--- src/rtl/prim_clock_gate_ctrl.sv ---
// Multi-channel automatic clock gate: idle detection, four-phase idle req/ack, latch-based glitch-free gating.
// Status outputs update one clk_i edge after the sampled condition; gated clocks follow one pulse later.

module prim_clock_gate_cell (
  input  logic clk,
  input  logic en,
  input  logic test_en,
  output logic gclk
);

  logic en_latch;

  // Transparent only while clk is low, so enable changes never cut a high phase short.
  always_latch begin
    if (!clk) begin
      en_latch <= en | test_en;
    end
  end

  assign gclk = en_latch & clk;

endmodule

module prim_clock_gate_fsm #(
  parameter int IdleCycles = 16,
  parameter int WakeCycles = 2
) (
  input  logic clk,
  input  logic rst,
  input  logic auto_en,
  input  logic busy,
  input  logic idle_ack,
  output logic en,
  output logic idle_req,
  output logic ready,
  output logic gated
);

  localparam int ICW = $clog2(IdleCycles + 1);
  localparam int WCW = $clog2(WakeCycles + 1);

  localparam logic [ICW-1:0] IDLE_LAST = ICW'(IdleCycles - 1);
  localparam logic [ICW-1:0] IDLE_SAT  = ICW'(IdleCycles);
  localparam logic [WCW-1:0] WAKE_LAST = WCW'(WakeCycles - 1);

  typedef enum logic [1:0] {
    ST_ACTIVE = 2'd0,
    ST_REQ    = 2'd1,
    ST_OFF    = 2'd2,
    ST_WAKE   = 2'd3
  } state_e;

  state_e         state_q, state_d;
  logic [ICW-1:0] idle_cnt_q, idle_cnt_d;
  logic [WCW-1:0] wake_cnt_q, wake_cnt_d;
  logic           idle;

  assign idle = auto_en & ~busy;

  always_ff @(posedge clk) begin
    if (rst) begin
      state_q    <= ST_ACTIVE;
      idle_cnt_q <= '0;
      wake_cnt_q <= '0;
    end else begin
      state_q    <= state_d;
      idle_cnt_q <= idle_cnt_d;
      wake_cnt_q <= wake_cnt_d;
    end
  end

  // Any sign of work (or loss of permission) outranks the domain's ack.
  always_comb begin
    state_d = state_q;
    case (state_q)
      ST_ACTIVE: begin
        if (idle && idle_cnt_q == IDLE_LAST) begin
          state_d = ST_REQ;
        end
      end
      ST_REQ: begin
        if (!idle) begin
          state_d = ST_ACTIVE;
        end else if (idle_ack) begin
          state_d = ST_OFF;
        end
      end
      ST_OFF: begin
        if (!idle) begin
          state_d = ST_WAKE;
        end
      end
      ST_WAKE: begin
        if (!idle_ack && wake_cnt_q == WAKE_LAST) begin
          state_d = ST_ACTIVE;
        end
      end
      default: state_d = ST_ACTIVE;
    endcase
  end

  always_comb begin
    idle_cnt_d = '0;
    wake_cnt_d = '0;
    case (state_q)
      ST_ACTIVE: begin
        if (idle) begin
          idle_cnt_d = (idle_cnt_q == IDLE_SAT) ? idle_cnt_q : idle_cnt_q + 1'b1;
        end
      end
      ST_REQ: begin
        if (idle) begin
          idle_cnt_d = idle_cnt_q;
        end
      end
      ST_WAKE: begin
        // Settle time only accrues once the domain has dropped its ack.
        if (state_d == ST_WAKE) begin
          wake_cnt_d = idle_ack ? wake_cnt_q : wake_cnt_q + 1'b1;
        end
      end
      default: begin
        idle_cnt_d = '0;
        wake_cnt_d = '0;
      end
    endcase
  end

  always_comb begin
    en       = 1'b1;
    idle_req = 1'b0;
    ready    = 1'b1;
    gated    = 1'b0;
    case (state_q)
      ST_ACTIVE: begin
        en       = 1'b1;
        idle_req = 1'b0;
        ready    = 1'b1;
      end
      ST_REQ: begin
        en       = 1'b1;
        idle_req = 1'b1;
        ready    = 1'b1;
      end
      ST_OFF: begin
        en       = 1'b0;
        idle_req = 1'b1;
        ready    = 1'b0;
        gated    = 1'b1;
      end
      ST_WAKE: begin
        en       = 1'b1;
        idle_req = 1'b0;
        ready    = 1'b0;
      end
      default: begin
        en       = 1'b1;
        idle_req = 1'b0;
        ready    = 1'b1;
      end
    endcase
  end

endmodule

module prim_clock_gate_ctrl #(
  parameter int NumCh      = 4,
  parameter int IdleCycles = 16,
  parameter int WakeCycles = 2
) (
  input  logic             clk_i,
  input  logic             rst_i,
  input  logic [NumCh-1:0] auto_en_i,
  input  logic [NumCh-1:0] busy_i,
  input  logic             test_en_i,
  output logic [NumCh-1:0] idle_req_o,
  input  logic [NumCh-1:0] idle_ack_i,
  output logic [NumCh-1:0] clk_o,
  output logic [NumCh-1:0] ready_o,
  output logic [NumCh-1:0] gated_o
);

  logic [NumCh-1:0] en;

  for (genvar ch = 0; ch < NumCh; ch++) begin : g_ch
    prim_clock_gate_fsm #(
      .IdleCycles(IdleCycles),
      .WakeCycles(WakeCycles)
    ) u_fsm (
      .clk      (clk_i),
      .rst      (rst_i),
      .auto_en  (auto_en_i[ch]),
      .busy     (busy_i[ch]),
      .idle_ack (idle_ack_i[ch]),
      .en       (en[ch]),
      .idle_req (idle_req_o[ch]),
      .ready    (ready_o[ch]),
      .gated    (gated_o[ch])
    );

    prim_clock_gate_cell u_cell (
      .clk     (clk_i),
      .en      (en[ch]),
      .test_en (test_en_i),
      .gclk    (clk_o[ch])
    );
  end

endmodule

--- config.mk ---
export PLATFORM = sky130hd
export DESIGN_NAME = prim_clock_gate_ctrl
export DESIGN_NICKNAME = d
export VERILOG_FILES = /design/src/rtl/prim_clock_gate_ctrl.sv
export SDC_FILE = /design/constraint.sdc
export NUM_CORES = 1
export LEC_CHECK = 0
export ABC_AREA = 1
export CAP_MARGIN = 30
export CORE_MARGIN = 2
export CORE_UTILIZATION = 55
export CTS_CLUSTER_DIAMETER = 100
export DETAILED_ROUTE_END_ITERATION = 10
export PLACE_DENSITY_LB_ADDON = 0.05
export SYNTH_ARGS = -nofsm -noshare
export SYNTH_HDL_FRONTEND = slang
export SYNTH_SLANG_ARGS = --single-unit
--- constraint.sdc ---
create_clock -name clk_i -period 1.45 [get_ports clk_i]
set_input_delay 0.29 -clock clk_i [delete_from_list [all_inputs] [get_ports clk_i]]
set_output_delay 0.29 -clock clk_i [all_outputs]
set_load 0.005 [all_outputs]
==> results of run 1 <==
-- state kept, by name, summed over array words and instances, names as in the netlist --
| register | cells |
|---|---|
| g_ch.u_cell.en_latch | 4 |
| g_ch.u_fsm.idle_cnt_q | 20 |
| g_ch.u_fsm.state_q | 8 |
| g_ch.u_fsm.wake_cnt_q | 8 |
-- cells by family after synthesis --
group / share of synthesized area
XOR/XNOR: 0.01313
AND/OR/NAND/NOR: 0.3047
flip-flops: 0.2700
buffers and inverters: 0.1430
latches: 0.02250
adder cells (fa/ha/maj): 0.1688
AO/OA/AOI/OAI: 0.07783
-- layout make-up --
class                   count  area, um2  share of cell area
multi-input cells         259       1941              0.4907
repair buffers             83      695.7              0.1759
clock inverters             5      20.02            0.005062
clock buffers              15      157.7             0.03986
well taps                  54      67.56             0.01708
inverters                  64      254.0             0.06422
flip-flops and latches     40      819.5              0.2072
-- worst min-delay path: cells and delay by family, from the launching register on --
family	cells	cell delay [ns]
DFF	1	0.32
and+or+nand+nor	1	0.10
AOI/OAI and AO/OA	1	0.05
-- layer usage --
metal,GRT usage,up-vias,share of wire
met1,0.2430,1248,0.41
met2,0.4335,59,0.53
met4,0.1576,0,0.024
met3,0.08230,17,0.040
li1,-,1365,-
met5,0,-,0
-- worst max-delay path by stage --
stage,to,slack [ns],depth (start not counted)
global route,clk_o[0],-0.61,3
detailed placement,clk_o[1],-0.67,3
global placement,clk_o[3],-0.67,3
finish,clk_o[0],-0.57,3
CTS,clk_o[0],-0.59,3
floorplan,clk_o[0],-0.11,3
-- power by group --
group          switching [mW]  internal, mW  total, mW
Clock                   0.612         0.736       1.35
Sequential             0.0638          1.13       1.19
Combinational           0.522         0.498       1.02
-- what timing repair did --
action,4_1_cts,5_1_grt
endpoints found under the setup margin,46,52
setup buffers,8,9
cloned,0,1
gates resized for setup,115,89
pin swaps,24,31
-- cell usage after synthesis, types with 2 or more instances --
cell type	count	area (um2)
a21oi_1	18	90.09
buf_4	16	120.1
dfxtp_1	36	720.7
dlxtn_1	4	60.06
ha_1	36	450.4
inv_1	60	225.2
inv_2	7	26.28
nand2_1	93	349.1
nand2_2	7	43.79
nand3_1	25	125.1
nand4_1	6	37.54
nor2_1	29	108.9
nor2_4	3	33.78
nor3_1	12	60.06
nor3_2	2	20.02
o211ai_1	3	22.52
o21ai_0	10	50.05
o21ai_1	2	10.01
xor2_1	4	35.03
-- per-stage QoR --
step                power, mW  setup slack (ns)  utilization
global placement        2.210           -0.6663       0.6941
floorplan               1.877           -0.1065            -
detailed placement      2.229           -0.6704       0.6941
CTS                     3.360           -0.5947       0.7723
finish                  3.561           -0.5712       0.8429
global route            3.792           -0.6141       0.8429
==> flow_summary_export.csv, run 1 <==
group,metric,value,unit
outcome,status,"finished, violations left",
outcome,failed_checks,"setup timing",
cells_and_area,drive_gt1_frac,0.4335,
worst_setup_path,path_max_fanout,1,
worst_hold_path,min_path_type,"reg -> reg",
routing,wl_per_cell,12.97,um
routing,drt_pass1_iterations,4,
worst_setup_path,critPathTopFamily,"latches",
floorplan,die-area,0.005426,mm2
timing,setup-violations-final,23,
floorplan,fp.dieH,73.66,um
timing,maxSlewHeadroom,0.7064,
cells_and_area,fillers,266,
power,power_density,900.4,mW/mm2
synth,avgSynthCellArea,6.968,um2
power,vdd_drop_max,857.9,uV
routing,dr.first_iter.drc_count,122,
worst_setup_path,start_kind,"latch",
power,p_leak,1.853,nW
cells_and_area,postLayoutCellArea,0.003955,mm2
global_routing,antenna_found_initial,0,
job,cap_viol_max_count,0,
timing,tightest_slew,0.4400,ns
clock_network,hold_buffers,0,
floorplan,rows,25,
clock_network,clk_latency,0.40,ns
cells_and_area,final_cell_mix,"70 x nand2_1, 51 x inv_1, 48 x buf_4",
timing,worst_slack,-0.5712,ns
worst_setup_path,max_stage_delay,0.39,ns
synth,yosysWarningCount,0,
clock_network,path_clk_slew,0.07,ns
worst_setup_path,worstPathRequired,1.16,ns
place,dpl.hpwl,4.090,mm
timing,rsz0062_at_grt,"true",
worst_setup_path,endpoint_kind,"primary output",
worst_hold_path,hold_start,"g_ch[3].u_fsm.idle_cnt_q[4]",
place,dpl_cell_area,0.003257,mm2
floorplan,initial_core_util,0.5688,
routing,drt-total-wl,6.746,mm
timing,whs,0.5091,ns
synth,ys_types,29,
global_routing,grt_pass1_vias,2598,
timing,setup_tns,-4.218,ns
worst_hold_path,holdPathStages,2,
place,place_congestion,0.8409,
global_routing,grt_max_degree,13,
cells_and_area,final_common_cell,"nand2_1",
place,dp_cells,496,
worst_setup_path,crit_buf_inv,2,
global_routing,grt_overflow,0,
synth,dominantRegCellSynth,"dfxtp_1",
routing,ant_nets,0,
routing,via_per_inst,5.171,
global_routing,grt_use_total,0.2454,
synth,synth_edf_count,0,
synth,ys_ff_latch,40,
timing,skew,0.01042,ns
cells_and_area,fin_cells,520,
worst_setup_path,critPathKind,"latch -> out",
place,portBuffers,30,
global_routing,grt_pass1_wl,10.17,mm
timing,finalHoldViolCount,0,
floorplan,fp.dieW,73.66,um
routing,vias,2689,
worst_setup_path,critPathLaunch,"g_ch[0].u_cell.en_latch",
cells_and_area,diodes,0,
worst_setup_path,worst_r2r_path_depth,12,
floorplan,core_area,0.004692,mm2
worst_setup_path,path_cells,"nand2_1 > inv_1 > buf_2",
worst_setup_path,r2r_start,"g_ch[3].u_fsm.state_q[0]",
floorplan,ios,31,
cells_and_area,synthToLayoutAreaGrowth,48.19,%
worst_setup_path,slowest_stage,"dlxtn_1",
timing,slew_violations,0,
synth,ys_async_sr_fraction,0,
synth,synth_nets,434,
worst_setup_path,r2r_slack,-0.10,ns
worst_setup_path,r2r-end,"g_ch[3].u_fsm.state_q[0]",
routing,drc,0,
worst_hold_path,holdPathEnd,"g_ch[3].u_fsm.idle_cnt_q[4]",
clock_network,cts_tree,"done",
synth,syn-cell-area,0.002669,mm2
synth,synthCells,383,
worst_setup_path,crit_arrival,1.73,ns
cells_and_area,fin_nets,516,
Power figures use the tool's default switching activity.
==> run 2: changes to the inputs <==
Settings changed: SKIP_LAST_GASP set to 1.
==> run 2 against run 1 <==
  * The flow still finishes with violations (setup timing)
  * Wire length is 5.9% higher
  * Global-route usage about the same
  * Worst hold slack worse by 0.0038 ns
  * Cell area increased by 1.0%
  * Register-to-register slack better by 0.03 ns
  * Clock skew shrank 0.0016 ns
  * Largest power group unchanged
==> flow_summary_export.csv, run 2 (synthesis results as in run 1) <==
group,metric,value,unit
outcome,status,"finished, violations left",
outcome,failed_checks,"setup timing",
timing,skew,0.008810,ns
place,dp_cells,496,
worst_setup_path,critPathTopFamily,"latches",
routing,drt-total-wl,7.143,mm
worst_setup_path,worst_r2r_path_depth,11,
worst_setup_path,r2r_slack,-0.07,ns
timing,rsz0062_at_grt,"true",
place,dpl_cell_area,0.003257,mm2
cells_and_area,fin_cells,523,
floorplan,fp.dieW,73.66,um
floorplan,fp.dieH,73.66,um
power,power_density,894.0,mW/mm2
timing,finalHoldViolCount,0,
cells_and_area,largest_reg_flops,20,
global_routing,grt_max_degree,13,
routing,via_per_inst,5.205,
worst_setup_path,path_cells,"nand2_1 > inv_1 > buf_2",
cells_and_area,largest_registers,"g_ch.u_fsm.idle_cnt_q x20, g_ch.u_fsm.state_q x8, g_ch.u_fsm.wake_cnt_q x8",
global_routing,grt_use_total,0.2457,
cells_and_area,regMostFlops,"g_ch.u_fsm.idle_cnt_q",
global_routing,grt_pass1_vias,2601,
worst_setup_path,start_kind,"latch",
global_routing,antenna_found_initial,0,
worst_setup_path,worstPathRequired,1.16,ns
job,cap_viol_max_count,0,
worst_hold_path,hold_start,"g_ch[1].u_fsm.idle_cnt_q[0]",
cells_and_area,synthToLayoutAreaGrowth,49.74,%
power,p_leak,1.837,nW
worst_setup_path,r2r-end,"g_ch[2].u_fsm.wake_cnt_q[1]",
cells_and_area,postLayoutCellArea,0.003996,mm2
cells_and_area,final_cell_mix,"68 x nand2_1, 53 x inv_1, 47 x buf_4",
routing,wl_per_cell,13.66,um
clock_network,clk_latency,0.40,ns
worst_setup_path,crit_buf_inv,2,
floorplan,initial_core_util,0.5688,
timing,tightest_slew,0.5381,ns
worst_setup_path,r2r_start,"g_ch[2].u_fsm.state_q[0]",
worst_setup_path,slowest_stage,"dlxtn_1",
worst_setup_path,endpoint_kind,"primary output",
worst_hold_path,holdPathStages,2,
cells_and_area,diodes,0,
global_routing,grt_pass1_wl,10.18,mm
global_routing,grt_overflow,0,
routing,vias,2722,
worst_setup_path,crit_arrival,1.76,ns
floorplan,rows,25,
clock_network,hold_buffers,0,
worst_hold_path,min_path_type,"reg -> reg",
place,pre_cts_ws,-0.6704,ns
routing,drt_pass1_iterations,4,
routing,ant_nets,0,
place,dpl.hpwl,4.090,mm
cells_and_area,final_common_cell,"nand2_1",
clock_network,cts_tree,"done",
place,portBuffers,30,
place,place_congestion,0.8409,
worst_setup_path,critPathKind,"latch -> out",
routing,dr.first_iter.drc_count,112,
floorplan,ios,31,
clock_network,path_clk_slew,0.07,ns
power,vdd_drop_max,945.4,uV
timing,whs,0.5054,ns
worst_hold_path,holdPathEnd,"g_ch[1].u_fsm.idle_cnt_q[0]",
power,p_total,3.573,mW
timing,slew_violations,0,
floorplan,die-area,0.005426,mm2
timing,maxSlewHeadroom,0.6409,
cells_and_area,drive_gt1_frac,0.4286,
timing,setup-violations-final,35,
floorplan,core_area,0.004692,mm2
worst_setup_path,path_max_fanout,1,
cells_and_area,fin_nets,519,
routing,drc,0,
worst_setup_path,max_stage_delay,0.39,ns
timing,worst_slack,-0.5984,ns
run 2: cell types whose count changed in the layout (fill, tap and decap cells not counted), sizes merged:
cell / delta
dlygate4sd2: +1
clkdlybuf4s50: +2
run 2: repair_timing:
action                                  CTS  global route
setup buffers                             8            12
resized for setup                       103            94
endpoints found under the setup margin   46            54
pin swaps                                23            32
cloned                                    0             1
run 2: worst reg2reg max path: stages, from the launching register on:
cell and delay, ns:
dfxtp_4 0.37, buf_6 0.11, buf_6 0.11, buf_6 0.11, ha_4 0.15, buf_6 0.13, nand3_4 0.07, nand3_2 0.06
nand2_2 0.09, nand2_2 0.06, nand2_2 0.08, nor3_2 0.05
run 2: per-stage QoR:
| step | util | TNS, ns |
|---|---|---|
| floorplan | - | -0.4261 |
| global placement | 0.6941 | -6.379 |
| detailed placement | 0.6941 | -7.294 |
| CTS | 0.7725 | -5.497 |
| global route | 0.8517 | -8.629 |
| finish | 0.8517 | -5.872 |
run 2: final cells by class:
cell class	count	area, um2
well taps	54	67.56
repair buffers	86	735.7
flip-flops and latches	40	818.3
multi-input cells	259	1948
inverters	64	249.0
clock buffers	15	157.7
clock inverters	5	20.02
fillers	270	695.7
run 2: worst max path at each step:
stage | startpoint | endpoint | cells past startpoint
after global routing | g_ch[2].u_cell.en_latch | clk_o[2] | 3
after floorplan | g_ch[0].u_cell.en_latch | clk_o[0] | 3
after CTS | g_ch[0].u_cell.en_latch | clk_o[0] | 3
final | g_ch[2].u_cell.en_latch | clk_o[2] | 3
after global placement | g_ch[3].u_cell.en_latch | clk_o[3] | 3
after detailed placement | g_ch[1].u_cell.en_latch | clk_o[1] | 3
run 2: where the power goes:
group / total (mW) / switching, mW / internal [mW] / leakage, nW
combinational: 1.02 / 0.535 / 0.481 / 1.38
sequential: 1.18 / 0.0561 / 1.13 / 0.334
clock: 1.37 / 0.636 / 0.737 / 0.125
run 2: metal layers:
metal	vias to the layer above	part of all wire	GRT usage
li1	1365	-	-
met1	1260	0.40	0.2447
met2	71	0.52	0.4315
met3	26	0.051	0.08230
met4	0	0.030	0.1596
met5	-	0	0
